File: config.mk
export PLATFORM = sky130hd
export DESIGN_NAME = regfile_wb_arbiter
export DESIGN_NICKNAME = d
export VERILOG_FILES = /design/src/rtl/regfile_wb_arbiter.sv
export SDC_FILE = /design/constraint.sdc
export NUM_CORES = 1
export LEC_CHECK = 0
export ABC_AREA = 0
export ABC_CLOCK_PERIOD_IN_PS = 5680
export CORE_ASPECT_RATIO = 1.5
export CORE_MARGIN = 5
export CORE_UTILIZATION = 30
export CTS_BUF_LIST = sky130_fd_sc_hd__clkbuf_16
export DETAILED_ROUTE_END_ITERATION = 10
export HOLD_SLACK_MARGIN = 0.12
export PLACE_DENSITY = 0.58
export SYNTH_ARGS = -nofsm -noshare
export SYNTH_HDL_FRONTEND = slang
export SYNTH_SLANG_ARGS = --single-unit
File: constraint.sdc
create_clock -name clk -period 5.68 [get_ports clk]
set_input_delay 1.136 -clock clk [delete_from_list [all_inputs] [get_ports clk]]
set_output_delay 1.136 -clock clk [all_outputs]
set_load 0.1 [all_outputs]
File: src/rtl/regfile_wb_arbiter.sv
// Arbitrates ALU (A) and load (B) writebacks onto a single register-file write port.
// Define WB_BYPASS_EN to let B write straight through when A is idle and the buffer is empty.
module regfile_wb_arbiter #(
  parameter int DEPTH = 2
) (
  input  logic                     clk,
  input  logic                     reset,
  input  logic                     a_we,
  input  logic [4:0]               a_wa,
  input  logic [31:0]              a_wdata,
  input  logic                     b_valid,
  output logic                     b_ready,
  input  logic [4:0]               b_wa,
  input  logic [31:0]              b_wdata,
  output logic                     rf_we,
  output logic [4:0]               rf_wa,
  output logic [31:0]              rf_wdata,
  input  logic [4:0]               ra1,
  input  logic [4:0]               ra2,
  output logic                     pend1,
  output logic                     pend2,
  output logic [$clog2(DEPTH):0]   count
);

  localparam int AW = $clog2(DEPTH);
  localparam logic [AW:0] FULL_CNT = (AW+1)'(DEPTH);

  logic [4:0]       r_wa    [DEPTH];
  logic [31:0]      r_wdata [DEPTH];
  logic [DEPTH-1:0] r_live;
  logic [AW-1:0]    r_rdPtr;
  logic [AW-1:0]    r_wrPtr;
  logic [AW:0]      r_count;

  logic w_aWrite;
  logic w_bXfer;
  logic w_bWrite;
  logic w_bypass;
  logic w_push;
  logic w_pop;
  logic w_hit1;
  logic w_hit2;

  assign w_aWrite = reset & a_we & (a_wa != 5'd0);
  assign b_ready  = reset & (r_count < FULL_CNT);
  assign w_bXfer  = b_valid & b_ready;
  assign w_bWrite = w_bXfer & (b_wa != 5'd0);

`ifdef WB_BYPASS_EN
  assign w_bypass = w_bWrite & ~w_aWrite & (r_count == '0);
`else
  assign w_bypass = 1'b0;
`endif

  assign w_push = w_bWrite & ~w_bypass;
  assign w_pop  = reset & ~w_aWrite & (r_count != '0);
  assign count  = reset ? r_count : '0;

  always_comb begin
    rf_we    = 1'b0;
    rf_wa    = 5'd0;
    rf_wdata = 32'd0;
    if (w_aWrite) begin
      rf_we    = 1'b1;
      rf_wa    = a_wa;
      rf_wdata = a_wdata;
    end else if (w_pop) begin
      rf_we    = r_live[r_rdPtr];
      rf_wa    = r_wa[r_rdPtr];
      rf_wdata = r_wdata[r_rdPtr];
    end else if (w_bypass) begin
      rf_we    = 1'b1;
      rf_wa    = b_wa;
      rf_wdata = b_wdata;
    end
  end

  // Live bits are cleared on pop, so a set live bit always marks an occupied slot.
  always_comb begin
    w_hit1 = 1'b0;
    w_hit2 = 1'b0;
    for (int i = 0; i < DEPTH; i++) begin
      if (r_live[i] && (r_wa[i] == ra1)) w_hit1 = 1'b1;
      if (r_live[i] && (r_wa[i] == ra2)) w_hit2 = 1'b1;
    end
  end

  assign pend1 = reset & (ra1 != 5'd0) & w_hit1;
  assign pend2 = reset & (ra2 != 5'd0) & w_hit2;

  always_ff @(posedge clk) begin
    if (w_push) begin
      r_wa[r_wrPtr]    <= b_wa;
      r_wdata[r_wrPtr] <= b_wdata;
    end
  end

  always_ff @(posedge clk) begin
    if (!reset) begin
      r_rdPtr <= '0;
      r_wrPtr <= '0;
      r_count <= '0;
      r_live  <= '0;
    end else begin
      // A is younger than anything buffered, so its write kills older buffered writes to the same register.
      if (w_aWrite) begin
        for (int i = 0; i < DEPTH; i++) begin
          if (r_wa[i] == a_wa) r_live[i] <= 1'b0;
        end
      end
      if (w_pop) begin
        r_live[r_rdPtr] <= 1'b0;
        r_rdPtr         <= r_rdPtr + 1'b1;
      end
      if (w_push) begin
        r_live[r_wrPtr] <= !(w_aWrite && (b_wa == a_wa));
        r_wrPtr         <= r_wrPtr + 1'b1;
      end
      case ({w_push, w_pop})
        2'b10:   r_count <= r_count + 1'b1;
        2'b01:   r_count <= r_count - 1'b1;
        default: r_count <= r_count;
      endcase
    end
  end

endmodule

==> results of run 1 <==
## path summary, 6_finish.rpt
check / start / slack (ns) / to
worst max register to register: r_count[1]$_SDFFE_PN0P_ / 3.74 / r_count[1]$_SDFFE_PN0P_
worst min-delay path: r_wrPtr$_SDFFE_PN0N_ / 0.47 / r_wrPtr$_SDFFE_PN0N_
worst max-delay path: reset / 1.26 / rf_wdata[20]
worst min register to register: r_wrPtr$_SDFFE_PN0N_ / 0.47 / r_wrPtr$_SDFFE_PN0N_
## power by group
| part | internal (mW) | switching, mW |
|---|---|---|
| Combinational | 0.211 | 0.334 |
| Sequential | 0.684 | 0.0221 |
| Clock | 0.381 | 0.218 |
| Total | 1.28 | 0.574 |
## stage by stage
step                      instances  hold WS [ns]  cell area [um2]  util, %  total power [mW]
after floorplan                 307         0.443             3870        -              1.04
after global placement          585         0.453             5720     44.6              1.26
after detailed placement        585         0.466             5720     44.6              1.27
after CTS                       601         0.474             6030     47.0              1.87
after global routing            601         0.513             6030     47.0              1.92
final                           601         0.470             6030     47.0              1.85
## area by class of cell
type                       instances  area [um2]  share of cell area [%]
clock inverter                     7        86.3                    1.43
sequential                        81        2360                    39.2
inverter                           4        15.0                   0.249
clock buffer                       9         225                    3.73
multi-input combinational        203        1410                    23.4
timing repair buffer             138        1730                    28.7
tap                              159         199                    3.30
## layer usage
layer  wire, um  vias to the layer above
met2       6160                       96
met3        512                       23
met4        412                        0
met5          0                        -
li1           -                     1391
met1       3620                     1361
## registers in the layout (all words and copies together) (netlist names), named ones only
register	cells
r_wdata	64
r_wa	10
r_wrPtr	1
r_rdPtr	1
r_count	2
r_live	2
## worst max-delay path: cells and delay by family
family                 cells  cell delay, ns
AOI/OAI and AO/OA          2            0.62
buffers and inverters      4            1.17
and+or+nand+nor            2            0.35
## synth_stat cells (all sizes together) (2+ instances only)
cell type / count
inv: 4
o2111ai: 2
nand3: 6
o21ai: 40
or4: 3
clkbuf: 9
xnor2: 16
or3: 2
nand2: 39
edfxtp: 74
buf: 10
o21a: 3
nor4: 5
a21oi: 2
a21boi: 2
nor3: 2
xor2: 21
nand4: 2
and2: 6
mux2i: 38
dfxtp: 7
o311ai: 2
nor2: 2
## cell families after synthesis
kind of cell,after synthesis,synth area share (%)
adders and majority gates,1,0.323
AOI/OAI and AO/OA,56,8.72
muxes,39,10.1
buffers and inverters,23,2.78
xor gates and xnor gates,37,8.36
and+or+nand+nor,70,8.75
DFF,81,61.0
==> metrics.cfg, run 1 <==
[run_status]
outcome=completed

[synthesis]
synth_top_area_share_pct=57.3
synth_area_leaders=edfxtp_1 57%, mux2i_1 9.8%, xor2_1 4.7%
synth_area_um2=3870
yosysWarnings=0
async_flop_share_pct=0
yosysTopAreaCell=edfxtp_1
synthesis.nets=396
synthFlopType=edfxtp_1
synth_edf_count=74
seq_area_frac_synth_pct=61.0
ys_seq_elements=81
syn_area_per_cell_um2=12.6
synth_cell_type_count=39
synthCells=307

[cells_and_area]
syn2layout_area_growth_pct=55.6
nets=526
fillers=1150
final_cell_mix=87 x clkdlybuf4s50_1, 74 x edfxtp_1, 39 x nand2_1, 38 x mux2i_1, 38 x buf_12
drive_gt1_share_pct=16.3
layout_commonest_cell=clkdlybuf4s50_1
diodes=0

[global_route]
grt.met1_usage_pct=14.4
grt_pass1_wl_um=16100
globalRoute.busiestLayer=met2
grt_use_met2_pct=26.5
antenna_found_initial=0
grt_usage_pct=14.2
grt.overflow.total=0
grt_util_met3_pct=2.34
grt_pass1_vias=3084
grt_max_degree=37

[cts]
clock-sinks=81
path_clk_slew_ns=0.06
htreeDepth=3
cts_hold_buf=0
cts_resized=0
clock-root-buffer=clkbuf_16
clk_latency_ns=0.33
cts_tree=yes
cts_setup_buffers=0
cts_buffer_depth=2
cts_made_buffers=9

[sta]
drv_slew=0
hold_viol_final=0
period_share_pct=77.8
worst_slack_ns=1.26
skew_ns=0.00513
fmax_ghz=0.226
maxSlewHeadroom_pct=58.9
setup-tns-final_ns=0
grt_setup_unrepaired=no
worst_slew_pin_slew_ns=0.615
post-route-min-period_ns=4.42
setup_viol=0

[floorplan]
die_h_um=149
initial_core_util_pct=30.2
dieArea_um2=15300
ios=131
rows=51
die_width_um=103
coreArea_um2=12800

[route]
ant_nets=0
vias=2871
first_pass_iters=4
routed_wirelength_um=10700
drc_errors=0
drt_iter0_markers=96
wl_per_cell_um=17.8
via_per_inst=4.78

[placement]
place_ws_ns=1.22
hpwl_um=8120
io_buffers=130
place.gp.congestion=0.872

[pwr]
p_leak_nw=2.06
vdd_drop_max_mv=0.171
power.density_nw_per_um2=307

[setup_path]
crit_path_cell_trace=clkdlybuf4s50_1 -> buf_4 -> and2_1 -> o31a_1 -> buf_4 -> nand2_1 -> o21ai_0 -> buf_12
reg2regPathDepth=7
crit_arrival_ns=3.28
crit_type=primary input to output pin
cp.required_ns=4.54
cpPeakStageDelay_ns=0.47
worstPathMaxFanout=17
endpoint_kind=output pin
startpoint_type=primary input
cp_common_cell=buf_4
crit_slowest_cell=o31a_1

[job]
drv_cap=0

[hold_path]
holdPathStages=2
hold_path.class=flop to flop

Note: power is estimated with default switching activity, not from simulation.
==> run 2, diff against run 1 <==
- ABC_CLOCK_PERIOD_IN_PS: 5680 -> 3600
- PLACE_DENSITY: 0.58 -> 0.6
- clock period: 5.68 -> 3.6 ns (I/O delays scaled with it)
==> run 2 against run 1 <==
- critical path depth shrank 1
- sequential cell count unchanged
- clock skew increased by 0.0023 ns
- total power up 50%
- final cell count up 1.0%
- first-iteration DRC count grew 11%
- clock power up 31%
- via count down 0.42%
- setup slack worse by 1.1 ns
- largest cell class unchanged
- largest power group unchanged
==> metrics.cfg, run 2 (synthesis gave the netlist of run 1 again) <==
[floorplan]
die_h_um=149  ; unchanged
coreArea_um2=12800  ; unchanged
initial_core_util_pct=30.2  ; unchanged
rows=51  ; unchanged
dieArea_um2=15300  ; unchanged
die_width_um=103  ; unchanged
ios=131  ; unchanged

[sta]
setup_viol=0  ; unchanged
maxSlewHeadroom_pct=65.8  ; +6.9 points
hold_viol_final=0  ; unchanged
drv_slew=0  ; unchanged
period_share_pct=94.4
setup-tns-final_ns=0  ; unchanged
fmax_ghz=0.294
worst_slew_pin_slew_ns=0.513  ; -0.102 ns
skew_ns=0.00744  ; +0.00231 ns
post-route-min-period_ns=3.40
grt_setup_unrepaired=no

[setup_path]
crit_path_cell_trace=clkdlybuf4s50_1 -> or3_4 -> o31a_1 -> buf_4 -> nand2_1 -> o21ai_0 -> buf_12
path_buf_inv=3  ; -1
crit_family=buffers and inverters
endpoint_kind=output pin
crit_type=primary input to output pin
cp.required_ns=2.88  ; -1.66 ns
cpPeakStageDelay_ns=0.54  ; +0.07 ns
startpoint=a_wa[4]
crit_arrival_ns=2.68  ; -0.60 ns
crit_slowest_cell=clkdlybuf4s50_1
startpoint_type=primary input
r2r_start=r_count[1]$_SDFFE_PN0P_
worstPathMaxFanout=28  ; +11

[pwr]
vdd_drop_max_mv=0.228  ; +34%
p_leak_nw=2.08  ; +1.2%
power.density_nw_per_um2=455  ; +48%

[cells_and_area]
final_area_um2=6110  ; +1.2%
diodes=0  ; unchanged
fillers=1152  ; +0.17%
layout_commonest_cell=clkdlybuf4s50_1
top_register=r_wdata
top_regs=r_wdata (64), r_wa (10)
drive_gt1_share_pct=17.4  ; +1.1 points
largest_register_ff_count=64  ; unchanged
nets=534  ; +1.5%
final_cell_mix=87 x clkdlybuf4s50_1, 74 x edfxtp_1, 44 x buf_12, 39 x nand2_1, 38 x mux2i_1
syn2layout_area_growth_pct=57.6
seqCellArea_um2=2360  ; unchanged
multi_input_area_um2=1410  ; unchanged

[route]
ant_nets=0  ; unchanged
drc_errors=0  ; unchanged
drt_iter0_markers=107  ; +11%
via_per_inst=4.71  ; -1.4%
vias=2859  ; -0.42%
first_pass_iters=4  ; unchanged
wl_per_cell_um=17.8  ; +0.13%
routed_wirelength_um=10800  ; +1.1%

[cts]
cts_hold_buf=0  ; unchanged
path_clk_slew_ns=0.06  ; about the same
cts_buffer_depth=2  ; unchanged
htreeDepth=3  ; unchanged
clk_latency_ns=0.33  ; about the same
clock-root-buffer=clkbuf_16
cts_resized=0  ; unchanged
cts_setup_buffers=0  ; unchanged
clock-sinks=81  ; unchanged
cts_tree=yes
cts_made_buffers=9  ; unchanged

[job]
drv_cap=0  ; unchanged

[hold_path]
worstHoldStart=r_wrPtr$_SDFFE_PN0N_
hold_path.class=flop to flop

[placement]
hpwl_um=8260  ; +1.6%
dpl_cell_area_um2=5850  ; +2.4%
io_buffers=130  ; unchanged
place.gp.congestion=0.811  ; -7.0%

[global_route]
grt_pass1_vias=3019  ; -2.1%
antenna_found_initial=0  ; unchanged
grt_max_degree=29  ; -22%
grt_usage_pct=14.5  ; +0.37 points
grt_pass1_wl_um=16700  ; +3.4%
grt.overflow.total=0  ; unchanged

[run_status]
outcome=completed

run 2: final cells by class:
type	count	share of cell area, %
sequential	81	38.7
timing repair buffer	146	30.5
multi-input combinational	203	23.1
clock buffer	9	3.69
tap	159	3.26
clock inverter	5	0.430
inverter	4	0.246
run 2: tightest hold or removal path: stages, from the launching register on:
cell and delay, ns:
dfxtp_1 0.31, nand2_1 0.04, a21boi_0 0.07
run 2: metrics by stage:
| step | setup WS [ns] | total power, mW | std cells | hold WS [ns] | util [%] |
|---|---|---|---|---|---|
| 2_1_floorplan | -0.730 | 1.64 | 307 | 0.443 | - |
| 3_3_place_gp | 0.249 | 2.01 | 593 | 0.451 | 45.6 |
| 3_5_place_dp | 0.193 | 2.02 | 593 | 0.458 | 45.6 |
| 4_1_cts | 0.191 | 2.82 | 607 | 0.466 | 47.6 |
| 5_1_grt | 0.0838 | 2.90 | 607 | 0.496 | 47.6 |
| 6_report | 0.201 | 2.78 | 607 | 0.464 | 47.6 |
run 2: final timing paths:
path                                                 to  slack, ns  cells after the start
worst max-delay path                       rf_wdata[13]       0.20                      7
worst min-delay path               r_wrPtr$_SDFFE_PN0N_       0.46                      2
worst max register to register  r_count[1]$_SDFFE_PN0P_       1.65                      7
worst min register to register     r_wrPtr$_SDFFE_PN0N_       0.46                      2
run 2: report_power, final:
group / leakage, nW / total, mW / switching (mW) / internal (mW)
Sequential: 0.736 / 1.11 / 0.0349 / 1.08
Clock: 0.130 / 0.786 / 0.333 / 0.452
Combinational: 1.22 / 0.882 / 0.530 / 0.352
run 2: metal layers:
metal	vias up	global-route usage (%)	routed length, um
li1	1402	-	-
met1	1374	16.4	3980
met2	71	25.9	6080
met3	12	3.60	582
met4	0	5.51	178
met5	-	0	0
==> run 3, diff against run 2 <==
- CORE_MARGIN: 5 -> 2
==> run 3 against run 2 <==
- utilization is 1.3 points higher
- die area fell by 9.6%
- clock skew fell by 0.0023 ns
- clock-buffer cell count unchanged
- combinational power up 0.8%
- critical endpoint is now rf_wdata[31]
==> metrics.cfg, run 3 (synthesis gave the netlist of run 1 again) <==
[cts]
cts_made_buffers=9  ; unchanged
clock-root-buffer=clkbuf_16
cts_hold_buf=0  ; unchanged
path_clk_slew_ns=0.06  ; about the same
clock-sinks=81  ; unchanged
cts_buffer_depth=2  ; unchanged
cts_setup_buffers=0  ; unchanged
cts_resized=0  ; unchanged
htreeDepth=3  ; unchanged
clk_latency_ns=0.33  ; about the same
cts_tree=yes

[sta]
period_share_pct=95.0  ; +0.55 points
setup-tns-final_ns=0  ; unchanged
hold_viol_final=0  ; unchanged
drv_slew=0  ; unchanged
fmax_ghz=0.292  ; -0.57%
worst_slew_pin_slew_ns=0.540  ; +0.0271 ns
grt_setup_unrepaired=no
skew_ns=0.00516  ; -0.00228 ns
maxSlewHeadroom_pct=63.9  ; -1.9 points
setup_viol=0  ; unchanged
post-route-min-period_ns=3.42  ; +0.0196 ns

[setup_path]
cp.required_ns=2.88  ; about the same
path_buf_inv=3  ; unchanged
r2r_start=r_count[1]$_SDFFE_PN0P_
crit_family=buffers and inverters
crit_slowest_cell=clkdlybuf4s50_1
cpPeakStageDelay_ns=0.57  ; +0.03 ns
worstPathMaxFanout=23  ; -18%
rrSetupSlack_ns=1.67  ; +0.02 ns
crit_path_cell_trace=clkdlybuf4s50_1 -> or3_4 -> o31a_1 -> buf_4 -> nand2_1 -> o21ai_0 -> buf_12
endpoint_kind=output pin
reg2regPathDepth=7  ; unchanged
crit_arrival_ns=2.70  ; +0.02 ns
worstSetupPathDepth=7  ; unchanged
startpoint_type=primary input
r2r_end=r_count[1]$_SDFFE_PN0P_
crit_type=primary input to output pin

[cells_and_area]
top_regs=r_wdata (64), r_wa (10)
largest_register_ff_count=64  ; unchanged
layout_commonest_cell=clkdlybuf4s50_1
final_cell_mix=87 x clkdlybuf4s50_1, 74 x edfxtp_1, 45 x buf_12, 39 x nand2_1, 38 x mux2i_1
multi_input_area_um2=1410  ; unchanged
nets=531  ; -0.56%
final_area_um2=6150  ; +0.66%
drive_gt1_share_pct=16.8  ; -0.63 points
diodes=0  ; unchanged
seqCellArea_um2=2360  ; unchanged
fillers=1112  ; -3.5%
syn2layout_area_growth_pct=58.6
top_register=r_wdata

[run_status]
outcome=completed

[placement]
dpl_cell_area_um2=5840  ; -0.24%
place.gp.congestion=0.869  ; +7.2%
io_buffers=130  ; unchanged
hpwl_um=7770  ; -5.9%

[floorplan]
initial_core_util_pct=30.8  ; +0.60 points
coreArea_um2=12600  ; -2.0%
die_width_um=96.8  ; -5.8%
die_h_um=143  ; -4.0%
rows=50  ; -2.0%
ios=131  ; unchanged
dieArea_um2=13900  ; -9.6%

[hold_path]
worstHoldStart=r_wrPtr$_SDFFE_PN0N_
holdPathEnd=r_wrPtr$_SDFFE_PN0N_
hold_path.class=flop to flop
holdPathStages=2  ; unchanged

[route]
first_pass_iters=6  ; +2
ant_nets=0  ; unchanged
via_per_inst=4.76  ; +1.1%
drc_errors=0  ; unchanged
wl_per_cell_um=17.1  ; -3.9%
drt_iter0_markers=111  ; +3.7%
routed_wirelength_um=10300  ; -4.6%
vias=2872  ; +0.45%

[pwr]
p_leak_nw=2.11  ; +1.1%
power.density_nw_per_um2=475  ; +4.3%
vdd_drop_max_mv=0.269  ; +18%

[job]
drv_cap=0  ; unchanged

[global_route]
grt_pass1_wl_um=16600  ; -0.25%
grt.overflow.total=0  ; unchanged
grt_pass1_vias=3182  ; +5.4%
grt_max_degree=33  ; +14%
grt_usage_pct=15.6  ; +1.0 points
antenna_found_initial=0  ; unchanged

-- run 3: cell types whose count changed in the layout (fill, tap and decap cells not counted), sizes merged --
cell    delta
buf        -3
clkinv     -3
bufinv     +2
inv        +3
-- run 3: cell type report --
| cell class | instances | share of cell area (%) |
|---|---|---|
| clock buffer | 9 | 3.66 |
| clock inverter | 7 | 1.30 |
| inverter | 4 | 0.244 |
| multi-input combinational | 203 | 23.0 |
| sequential | 81 | 38.5 |
| tap | 156 | 3.18 |
| timing repair buffer | 143 | 30.2 |
-- run 3: worst max-delay path by stage --
stage             from      endpoint  slack, ns
2_1_floorplan  a_wa[0]      rf_wa[2]      -0.73
3_3_place_gp   a_wa[0]   rf_wdata[3]       0.22
3_5_place_dp   a_wa[0]  rf_wdata[31]       0.16
4_1_cts        a_wa[0]  rf_wdata[31]       0.17
5_1_grt        a_wa[0]  rf_wdata[31]       0.08
6_report       a_wa[0]  rf_wdata[31]       0.18
-- run 3: tightest hold or removal path: cells and delay by family (launching register included) --
kind | cells | cell delay [ns]
and+or+nand+nor | 1 | 0.05
DFF | 1 | 0.31
AOI/OAI and AO/OA | 1 | 0.07
-- run 3: per-layer routing --
metal  global-route usage (%)  vias to the layer above  share of wire [%]
met1                     16.7                     1370                 38
met4                     6.97                        0                2.7
met2                     28.9                       85                 55
li1                         -                     1398                  -
met3                     3.72                       19                4.3
met5                        0                        -                  0
-- run 3: through the flow --
stage	std cells	setup slack (ns)	hold slack, ns	power [mW]	utilization (%)
after floorplan	307	-0.730	0.443	1.64	-
after global placement	587	0.222	0.453	2.01	46.4
after detailed placement	587	0.164	0.467	2.02	46.4
after CTS	603	0.166	0.475	2.95	48.9
after global routing	603	0.0832	0.507	3.03	48.9
final	603	0.181	0.474	2.92	48.9
-- run 3: power breakdown --
part           internal [mW]  leakage (nW)  switching, mW
combinational          0.352          1.21          0.537
sequential              1.08         0.736         0.0292
clock                  0.595         0.164          0.329
total                   2.03          2.11          0.894
